[src/rtl/cfg_bank_pkg.sv]
// Shared definitions for the configuration bank writer: FSM encoding and
// the counter width helper used to size the row, bit and pulse counters.
package cfg_bank_pkg;

   typedef enum logic [2:0] {
      ST_IDLE  = 3'd0,
      ST_SHIFT = 3'd1,
      ST_SETUP = 3'd2,
      ST_PULSE = 3'd3,
      ST_HOLD  = 3'd4,
      ST_DONE  = 3'd5
   } cb_state_e;

   // Never returns less than 1 so a counter for a single value still has a bit.
   function automatic int cb_clog2(input int n);
      int r;
      r = 0;
      while ((1 << r) < n) r++;
      return (r < 1) ? 1 : r;
   endfunction

endpackage

[src/rtl/cfg_bank_shift_reg.sv]
// Serial-to-parallel shadow register; bits enter at the MSB so that after a
// full row the first bit received sits in bit 0.
module cfg_bank_shift_reg #(
   parameter int BL_WIDTH = 8
) (
   input  logic                prog_clk,
   input  logic                prog_reset_n,
   input  logic                shift_en,
   input  logic                clear,
   input  logic                din,
   output logic [BL_WIDTH-1:0] q
);

   logic [BL_WIDTH-1:0] q_q, q_d;

   always_comb begin
      q_d = q_q;
      if (clear)         q_d = '0;
      else if (shift_en) q_d = {din, q_q[BL_WIDTH-1:1]};
   end

   always_ff @(posedge prog_clk or negedge prog_reset_n) begin
      if (!prog_reset_n) q_q <= '0;
      else               q_q <= q_d;
   end

   assign q = q_q;

endmodule

[src/rtl/cfg_bank_writer.sv]
// Programs a BL_WIDTH x WL_WIDTH configuration bank from a serial stream:
// shift a row in, then drive bitlines around a WL_PULSE-cycle wordline pulse.
module cfg_bank_writer
   import cfg_bank_pkg::*;
#(
   parameter int BL_WIDTH = 8,
   parameter int WL_WIDTH = 4,
   parameter int WL_PULSE = 2
) (
   input  logic                prog_clk,
   input  logic                prog_reset_n,
   input  logic                start,
   input  logic                abort,
   input  logic                cfg_din,
   input  logic                cfg_valid,
   output logic                cfg_ready,
   output logic [BL_WIDTH-1:0] bl,
   output logic [WL_WIDTH-1:0] wl,
   output logic                busy,
   output logic                done
);

   localparam int RW = cb_clog2(WL_WIDTH);
   localparam int BW = cb_clog2(BL_WIDTH);
   localparam int PW = cb_clog2(WL_PULSE);

   cb_state_e           state_q, state_d;
   logic [RW-1:0]       row_q, row_d;
   logic [BW-1:0]       bit_q, bit_d;
   logic [PW-1:0]       pcnt_q, pcnt_d;
   logic [BL_WIDTH-1:0] bl_q, bl_d;
   logic [WL_WIDTH-1:0] wl_q, wl_d;
   logic                busy_q, busy_d;
   logic                done_q, done_d;
   logic                xfer, sr_clear;
   logic [BL_WIDTH-1:0] shadow, shadow_nxt;

   assign cfg_ready  = (state_q == ST_SHIFT) && !abort;
   assign xfer       = cfg_valid && cfg_ready;
   assign shadow_nxt = {cfg_din, shadow[BL_WIDTH-1:1]};

   cfg_bank_shift_reg #(.BL_WIDTH(BL_WIDTH)) u_shadow (
      .prog_clk     (prog_clk),
      .prog_reset_n (prog_reset_n),
      .shift_en     (xfer),
      .clear        (sr_clear),
      .din          (cfg_din),
      .q            (shadow)
   );

   always_comb begin
      state_d  = state_q;
      row_d    = row_q;
      bit_d    = bit_q;
      pcnt_d   = pcnt_q;
      sr_clear = 1'b0;
      if (abort) begin
         state_d  = ST_IDLE;
         row_d    = '0;
         bit_d    = '0;
         pcnt_d   = '0;
         sr_clear = 1'b1;
      end else begin
         case (state_q)
            ST_IDLE: if (start) begin
               state_d  = ST_SHIFT;
               row_d    = '0;
               bit_d    = '0;
               sr_clear = 1'b1;
            end
            ST_SHIFT: if (xfer) begin
               if (bit_q == BW'(BL_WIDTH - 1)) state_d = ST_SETUP;
               else                            bit_d   = bit_q + 1'b1;
            end
            ST_SETUP: begin
               state_d = ST_PULSE;
               pcnt_d  = '0;
            end
            ST_PULSE: begin
               if (pcnt_q == PW'(WL_PULSE - 1)) begin
                  state_d = ST_HOLD;
                  pcnt_d  = '0;
               end else begin
                  pcnt_d = pcnt_q + 1'b1;
               end
            end
            ST_HOLD: begin
               bit_d = '0;
               if (row_q == RW'(WL_WIDTH - 1)) begin
                  state_d = ST_DONE;
               end else begin
                  state_d = ST_SHIFT;
                  row_d   = row_q + 1'b1;
               end
            end
            ST_DONE: begin
               state_d = ST_IDLE;
               row_d   = '0;
            end
            default: state_d = ST_IDLE;
         endcase
      end
   end

   // Outputs are derived from the next state so the registered copies line
   // up with state_q; the row's last bit is folded in on the SETUP entry edge.
   always_comb begin
      bl_d   = '0;
      busy_d = (state_d != ST_IDLE);
      done_d = (state_d == ST_DONE);
      if (state_d == ST_SETUP || state_d == ST_PULSE || state_d == ST_HOLD)
         bl_d = xfer ? shadow_nxt : shadow;
      for (int i = 0; i < WL_WIDTH; i++)
         wl_d[i] = (state_d == ST_PULSE) && (row_d == RW'(i));
   end

   always_ff @(posedge prog_clk or negedge prog_reset_n) begin
      if (!prog_reset_n) begin
         state_q <= ST_IDLE;
         row_q   <= '0;
         bit_q   <= '0;
         pcnt_q  <= '0;
         bl_q    <= '0;
         wl_q    <= '0;
         busy_q  <= 1'b0;
         done_q  <= 1'b0;
      end else begin
         state_q <= state_d;
         row_q   <= row_d;
         bit_q   <= bit_d;
         pcnt_q  <= pcnt_d;
         bl_q    <= bl_d;
         wl_q    <= wl_d;
         busy_q  <= busy_d;
         done_q  <= done_d;
      end
   end

   assign bl   = bl_q;
   assign wl   = wl_q;
   assign busy = busy_q;
   assign done = done_q;

endmodule
[config.mk]
export PLATFORM = sky130hd
export DESIGN_NAME = cfg_bank_writer
export DESIGN_NICKNAME = d
export VERILOG_FILES = /design/src/rtl/cfg_bank_pkg.sv /design/src/rtl/cfg_bank_shift_reg.sv /design/src/rtl/cfg_bank_writer.sv
export SDC_FILE = /design/constraint.sdc
export NUM_CORES = 1
export LEC_CHECK = 0
export ABC_AREA = 1
export BUFFER_PORTS_ARGS = -buffer_cell sky130_fd_sc_hd__clkbuf_2
export CAP_MARGIN = 10
export CORE_MARGIN = 3
export CORE_UTILIZATION = 49
export CTS_CLUSTER_DIAMETER = 200
export DETAILED_ROUTE_END_ITERATION = 12
export GPL_ROUTABILITY_DRIVEN = 0
export GPL_TIMING_DRIVEN = 0
export MAX_ROUTING_LAYER = met4
export PLACE_DENSITY = 0.73
export SLEW_MARGIN = 20
export SYNTH_ARGS = -nofsm -noshare
export SYNTH_HDL_FRONTEND = slang
export SYNTH_SLANG_ARGS = --single-unit
[constraint.sdc]
create_clock -name prog_clk -period 1.5 [get_ports prog_clk]
set_input_delay 0.3 -clock prog_clk [delete_from_list [all_inputs] [get_ports prog_clk]]
set_output_delay 0.3 -clock prog_clk [all_outputs]
set_load 0.01 [all_outputs]
==> impl_metrics.tcl, run 1 <==
set metrics [dict create \
    final-instance-count-excl-fill 215 \
    slowest_stage "dfrtp_2" \
    ys_warn_count 0 \
    fin_crit_ns 1.56 \
    h-tree-depth 2 \
    power.total_w 0.00165 \
    tightest_slew_ns 0.755 \
    synthAdderAreaFrac_pct 1.81 \
    reg2reg_depth 9 \
    p_seq_share_pct 52.4 \
    core-area_sq_um 2590 \
    synth.area.top_cells "dfrtp_1, nor2_1, nand2_1" \
    ant_nets 0 \
    p_comb_share_pct 10.2 \
    syn_inst 148 \
    synth-compound-area-share_pct 12.2 \
    first_global_vias 1002 \
    synthSimpleGateAreaFrac_pct 23.8 \
    syn_nets 156 \
    status "finished, violations left" \
    layout-drive-gt1-share_pct 42.7 \
    syn_avg_cell_area_sq_um 9.36 \
    multi_input_area_sq_um 587 \
    hold_viol_final 0 \
    grt-ovfl-total 0 \
    cap_violations 0 \
    io_pins 21 \
    yosysUniqueCellTypes 22 \
    drv_slew 0 \
    grt_use_total_pct 18.2 \
    power.share.clock_pct 37.4 \
    cts_hold_buf 0 \
    fin_nets 193 \
    placed_cells 198 \
    fin_util_pct 67.4 \
    dieArea_sq_um 3500 \
    synth_common_cells "dfrtp_1, nor2_1, nand2_1, inv_1, nand2_2" \
    place_ws_ns -0.154 \
    cts.sinks 31 \
    syn_area_sq_um 1390 \
    finalSetupViolCount 10 \
    crit_type "reg2out" \
    internal_power_w 0.00126 \
    cp.required_ns 1.20 \
    routed_wl_um 2930 \
    fillers 206 \
    seq_area_sq_um 779 \
    clkSlewWorstSetupHoldPaths_ns 0.09 \
    max-clock-path-buffers 2 \
    die_x_um 59.2 \
    hold_path_class "in2async" \
    layout_setup_ws_ns -0.0649 \
    ys_seq_elements 31 \
    n_antenna_cell 0 \
    vdd_drop_max_uv 989 \
    finalCritPeriodShare_pct 104 \
    wire_per_inst_um 13.6 \
    cp-start-kind "flop" \
    fp-row-count 18 \
    die_height_um 59.2 \
    port_buffers 20 \
    relSlewSlack_pct 49.7 \
    drc 0 \
    clock-root-buffer "clkbuf_4" \
    antenna_found_initial 0 \
    initial_core_util_pct 53.5 \
    tritoncts.num_buffers 5 \
    synth_top_cell_by_area "dfrtp_1" \
    endpoint_kind "primary output" \
    powerDensity_nw_per_um2 947 \
    hpwl_um 1800 \
    synthMuxAreaShare_pct 0 \
    synth_top_area_share_pct 56.0 \
    dr.first_iter.drc_count 33 \
    synthFlopType "dfrtp_1" \
    synthToLayoutAreaGrowth_pct 26.0 \
    leakage_nw 0.891 \
    critical_path.max_stage_delay_ns 0.49 \
    clock_latency_ns 0.32 \
    grt_pass1_wl_um 4430 \
    clock_skew_ns 0.00320 \
    synth_top_family_by_area "simple AND/OR/NAND/NOR gates" \
    fmax_ghz 0.639 \
    via_per_inst 5.10 \
    grt_max_degree 32 \
    synth_xor_area_share_pct 0 \
    rsz0062_at_grt "yes" \
    synth_most_common_cell "dfrtp_1" \
    vias 1096 \
    path_cells "inv_2, nand2_2, nor2_4, buf_6" \
    arrival_ns 1.26 \
    switching_share_pct 23.9 \
    synth-seq-area-share_pct 56.0 \
    drt-pass1-iter-count 4 \
    path_max_fanout 5 \
    tritoncts "done" \
    async_flop_share_pct 100 \
    p_sw_w 0.000395 \
    synth_edf_count 0 \
    violations "negative setup slack" \
]
## layer usage
metal,GRT usage [%],part of all wire (%),vias to the layer above
met4,8.74,2.1,0
li1,-,-,537
met2,26.5,49,31
met5,-,0,-
met1,22.1,44,523
met3,7.19,5.5,5
## worst max-delay path: cells and delay by family, from the launching register on
family | cells | cell delay, ns
DFF | 1 | 0.49
buffers and inverters | 2 | 0.24
and+or+nand+nor | 2 | 0.21
## per-stage QoR
step	TNS (ns)	hold WS [ns]	cell area, sq um
2_1_floorplan	0	0.00441	1390
3_3_place_gp	-1.03	0.393	1520
3_5_place_dp	-1.67	0.404	1520
4_1_cts	-0.611	0.0393	1650
5_1_grt	-1.53	0.0537	1750
6_report	-0.355	0.0266	1750
## final cells by class
class | instances | area share, %
plain buffers | 1 | 0.645
clock buffers | 6 | 2.37
clock inverters | 1 | 1.72
inverters | 20 | 4.44
multi-input cells | 96 | 33.6
flip-flops and latches | 31 | 44.7
well taps | 30 | 2.15
repair buffers | 30 | 10.4
## placed cells by master, fill, tap and decap left out
| master | Yosys | routed |
|---|---|---|
| a21oi_1 | 4 | 4 |
| a21oi_2 | 5 | 5 |
| a21oi_4 | 2 | 2 |
| buf_4 | 0 | 10 |
| buf_6 | 1 | 2 |
| bufinv_16 | 0 | 1 |
| clkbuf_1 | 0 | 1 |
| clkbuf_2 | 0 | 19 |
| clkbuf_4 | 0 | 5 |
| dfrtp_1 | 31 | 28 |
| dfrtp_2 | 0 | 3 |
| ha_2 | 0 | 1 |
| ha_4 | 0 | 1 |
| inv_1 | 15 | 13 |
| inv_2 | 5 | 6 |
| inv_4 | 0 | 1 |
| nand2_1 | 25 | 23 |
| nand2_2 | 6 | 8 |
| nand2_4 | 1 | 1 |
| nand3_1 | 4 | 3 |
| nand3_2 | 0 | 1 |
| nand4_2 | 1 | 1 |
| nor2_1 | 28 | 26 |
| nor2_2 | 2 | 1 |
| nor2_4 | 1 | 4 |
| nor3_1 | 3 | 2 |
| nor3_2 | 1 | 2 |
| o21ai_0 | 5 | 4 |
| o21ai_1 | 1 | 2 |
| o21ai_2 | 4 | 4 |
| o31ai_4 | 0 | 1 |
## state kept, by name (all words and copies together) (netlist names)
register and count:
bit_q 3, pcnt_q 1, busy 1, u_shadow.q 8
done 1, row_q 2, wl 4, state_q 3
bl 8
## power groups by stage
stage               combinational, W  clock (W)  sequential, W
floorplan                  0.0000839          0       0.000881
finish                      0.000169   0.000619       0.000866
global placement            0.000130          0       0.000881
detailed placement          0.000132          0       0.000881
global route                0.000188   0.000680       0.000868
CTS                         0.000146   0.000637       0.000865
## path summary, 6_finish.rpt
kind / start / endpoint / slack [ns]
setup / recovery: state_q[1] / cfg_ready / -0.06
max in group asynchronous: prog_reset_n / state_q[0] / 0.96
setup reg to reg: state_q[0] / bl[7] / -0.04
min in group prog_clk: cfg_din / u_shadow.q[7] / 0.23
hold reg to reg: bit_q[0] / bit_q[0] / 0.49
hold / removal: prog_reset_n / u_shadow.q[0] / 0.03
## timing repair
item / in CTS / in global routing
setup buffers: 4 / 6
resized for setup: 6 / 17
pin swaps: 2 / 5
setup endpoints to repair: 15 / 15
## logic make-up after synthesis
| kind of cell | Yosys count |
|---|---|
| buffers and inverters | 21 |
| AO/OA/AOI/OAI | 22 |
| AND/OR/NAND/NOR | 72 |
| adder cells (fa/ha/maj) | 2 |
| flip-flops | 31 |
No activity file was read; power rests on OpenSTA's default activity.
==> run 2: changes to the inputs <==
clock period = 1.3 ns   (was 1.5 ns; I/O delays follow)
==> run 2 against run 1 <==
The run still ends with negative setup slack left. Power increased by 19%. Routed wire length increased by 23%. Register-to-register slack worse by 0.23 ns. Clock power up 6.8%. Clock-buffer cell count grew 1. Hold slack improved by 0.19 ns. Combinational power up 86%. Non-clock buffer count increased by 12. Die area unchanged. Critical path depth increased by 4. Critical path type is now reg2reg. Critical endpoint is now bl[1].
==> impl_metrics.tcl, run 2 (synthesized netlist as in run 1, its figures left out) <==
set metrics [dict create \
    status "finished, violations left" \
    violations "negative setup slack" \
    clock_skew_ns 0.00650 \
    grt-ovfl-total 0 \
    endpoint_kind "flop" \
    arrival_ns 1.79 \
    cap_violations 0 \
    tritoncts.num_buffers 5 \
    layout_setup_ws_ns -0.270 \
    dr.first_iter.drc_count 59 \
    first_global_vias 1114 \
    grt_max_degree 32 \
    h-tree-depth 2 \
    path_cells "inv_2, nand3_1, nand2_1, inv_1, nand2_2, nand2_4, a21oi_4, nor2_1" \
    clock-root-buffer "clkbuf_4" \
    initial_core_util_pct 53.5 \
    fin_crit_ns 1.57 \
    path_max_fanout 8 \
    die_height_um 59.2 \
    vias 1234 \
    cp.required_ns 1.52 \
    synthToLayoutAreaGrowth_pct 48.7 \
    ant_nets 0 \
    placed_cells 198 \
    place_ws_ns -0.284 \
    powerDensity_nw_per_um2 959 \
    grt_use_total_pct 20.4 \
    final-instance-count-excl-fill 228 \
    slowest_stage "dfrtp_2" \
    dieArea_sq_um 3500 \
    fillers 151 \
    power.total_w 0.00197 \
    layout-drive-gt1-share_pct 55.6 \
    cts.sinks 31 \
    via_per_inst 5.41 \
    vdd_drop_max_uv 1030 \
    relSlewSlack_pct 51.2 \
    wire_per_inst_um 15.8 \
    placed_area_sq_um 1550 \
    fmax_ghz 0.637 \
    fin_util_pct 79.5 \
    finalSetupViolCount 30 \
    hold_viol_final 0 \
    cp-start-kind "flop" \
    fin_nets 205 \
    max-clock-path-buffers 2 \
    clkSlewWorstSetupHoldPaths_ns 0.10 \
    hpwl_um 1870 \
    final_area_sq_um 2060 \
    io_pins 21 \
    hold_path_class "in2reg" \
    drt-pass1-iter-count 4 \
    die_x_um 59.2 \
    drv_slew 0 \
    tritoncts "done" \
    routed_wl_um 3610 \
    port_buffers 20 \
    n_antenna_cell 0 \
    clock_latency_ns 0.34 \
    drc 0 \
    critical_path.max_stage_delay_ns 0.47 \
    core-area_sq_um 2590 \
    antenna_found_initial 0 \
    final_cell_mix "dfrtp_1, nor2_1, clkbuf_2, nand2_1, buf_4" \
    rsz0062_at_grt "yes" \
    tightest_slew_ns 0.732 \
    fp-row-count 18 \
    crit_type "reg2reg" \
    finalCritPeriodShare_pct 121 \
    layout_commonest_cell "dfrtp_1" \
    leakage_nw 0.994 \
    grt_pass1_wl_um 5060 \
]
-- run 2: final timing paths --
kind / startpoint / end / slack [ns] / cells after the start
worst max-delay path: state_q[2] / bl[1] / -0.27 / 8
worst min-delay path: cfg_din / u_shadow.q[7] / 0.21 / 3
worst max register to register: state_q[2] / bl[1] / -0.27 / 8
worst min register to register: u_shadow.q[0] / bl[0] / 0.56 / 2
max in group asynchronous: prog_reset_n / state_q[0] / 0.29 / 2
min in group asynchronous: prog_reset_n / state_q[2] / 0.51 / 2
-- run 2: critical path: cells and delay by family, from the launching register on --
family / cells / cell delay, ns
AND/OR/NAND/NOR: 5 / 0.51
AO/OA/AOI/OAI: 1 / 0.30
flip-flops: 1 / 0.47
buffers and inverters: 2 / 0.16
-- run 2: metrics by stage --
step                      hold WS [ns]  TNS, ns
after floorplan                -0.0356   -0.911
after global placement           0.351    -3.67
after detailed placement         0.352    -4.24
after CTS                        0.191    -3.74
after global routing             0.216    -7.31
final                            0.213    -5.49
-- run 2: layout make-up --
| cell class | count | area (sq um) | share of cell area, % |
|---|---|---|---|
| Clock inverter | 1 | 7.51 | 0.365 |
| Timing Repair Buffer | 42 | 307 | 14.9 |
| Sequential cell | 31 | 779 | 37.8 |
| Clock buffer | 7 | 65.1 | 3.16 |
| Multi-Input combinational cell | 96 | 771 | 37.4 |
| Inverter | 20 | 77.6 | 3.77 |
| Buffer | 1 | 15.0 | 0.729 |
| Tap cell | 30 | 37.5 | 1.82 |
-- run 2: timing repair --
action / CTS / global route
setup endpoints to repair: 28 / 30
gates resized for setup: 21 / 41
hold buffers: 1 / 0
pin swaps: 9 / 22
cloned: 1 / 0
setup buffers: 11 / 9
hold endpoints to repair: 31 / 0
-- run 2: report_power, final --
group | switching (W) | internal (W) | total (W)
Combinational | 0.000174 | 0.000140 | 0.000315
Clock | 0.000345 | 0.000316 | 0.000661
Sequential | 0.0000146 | 0.000984 | 0.000999
-- run 2: routing by layer --
layer	global-route usage (%)	wire, um	up-vias	share of wire, %
met5	-	0	-	0
met4	6.80	103	0	2.9
met3	5.88	184	12	5.1
met2	34.4	1830	47	51
met1	23.3	1490	612	41
li1	-	-	563	-
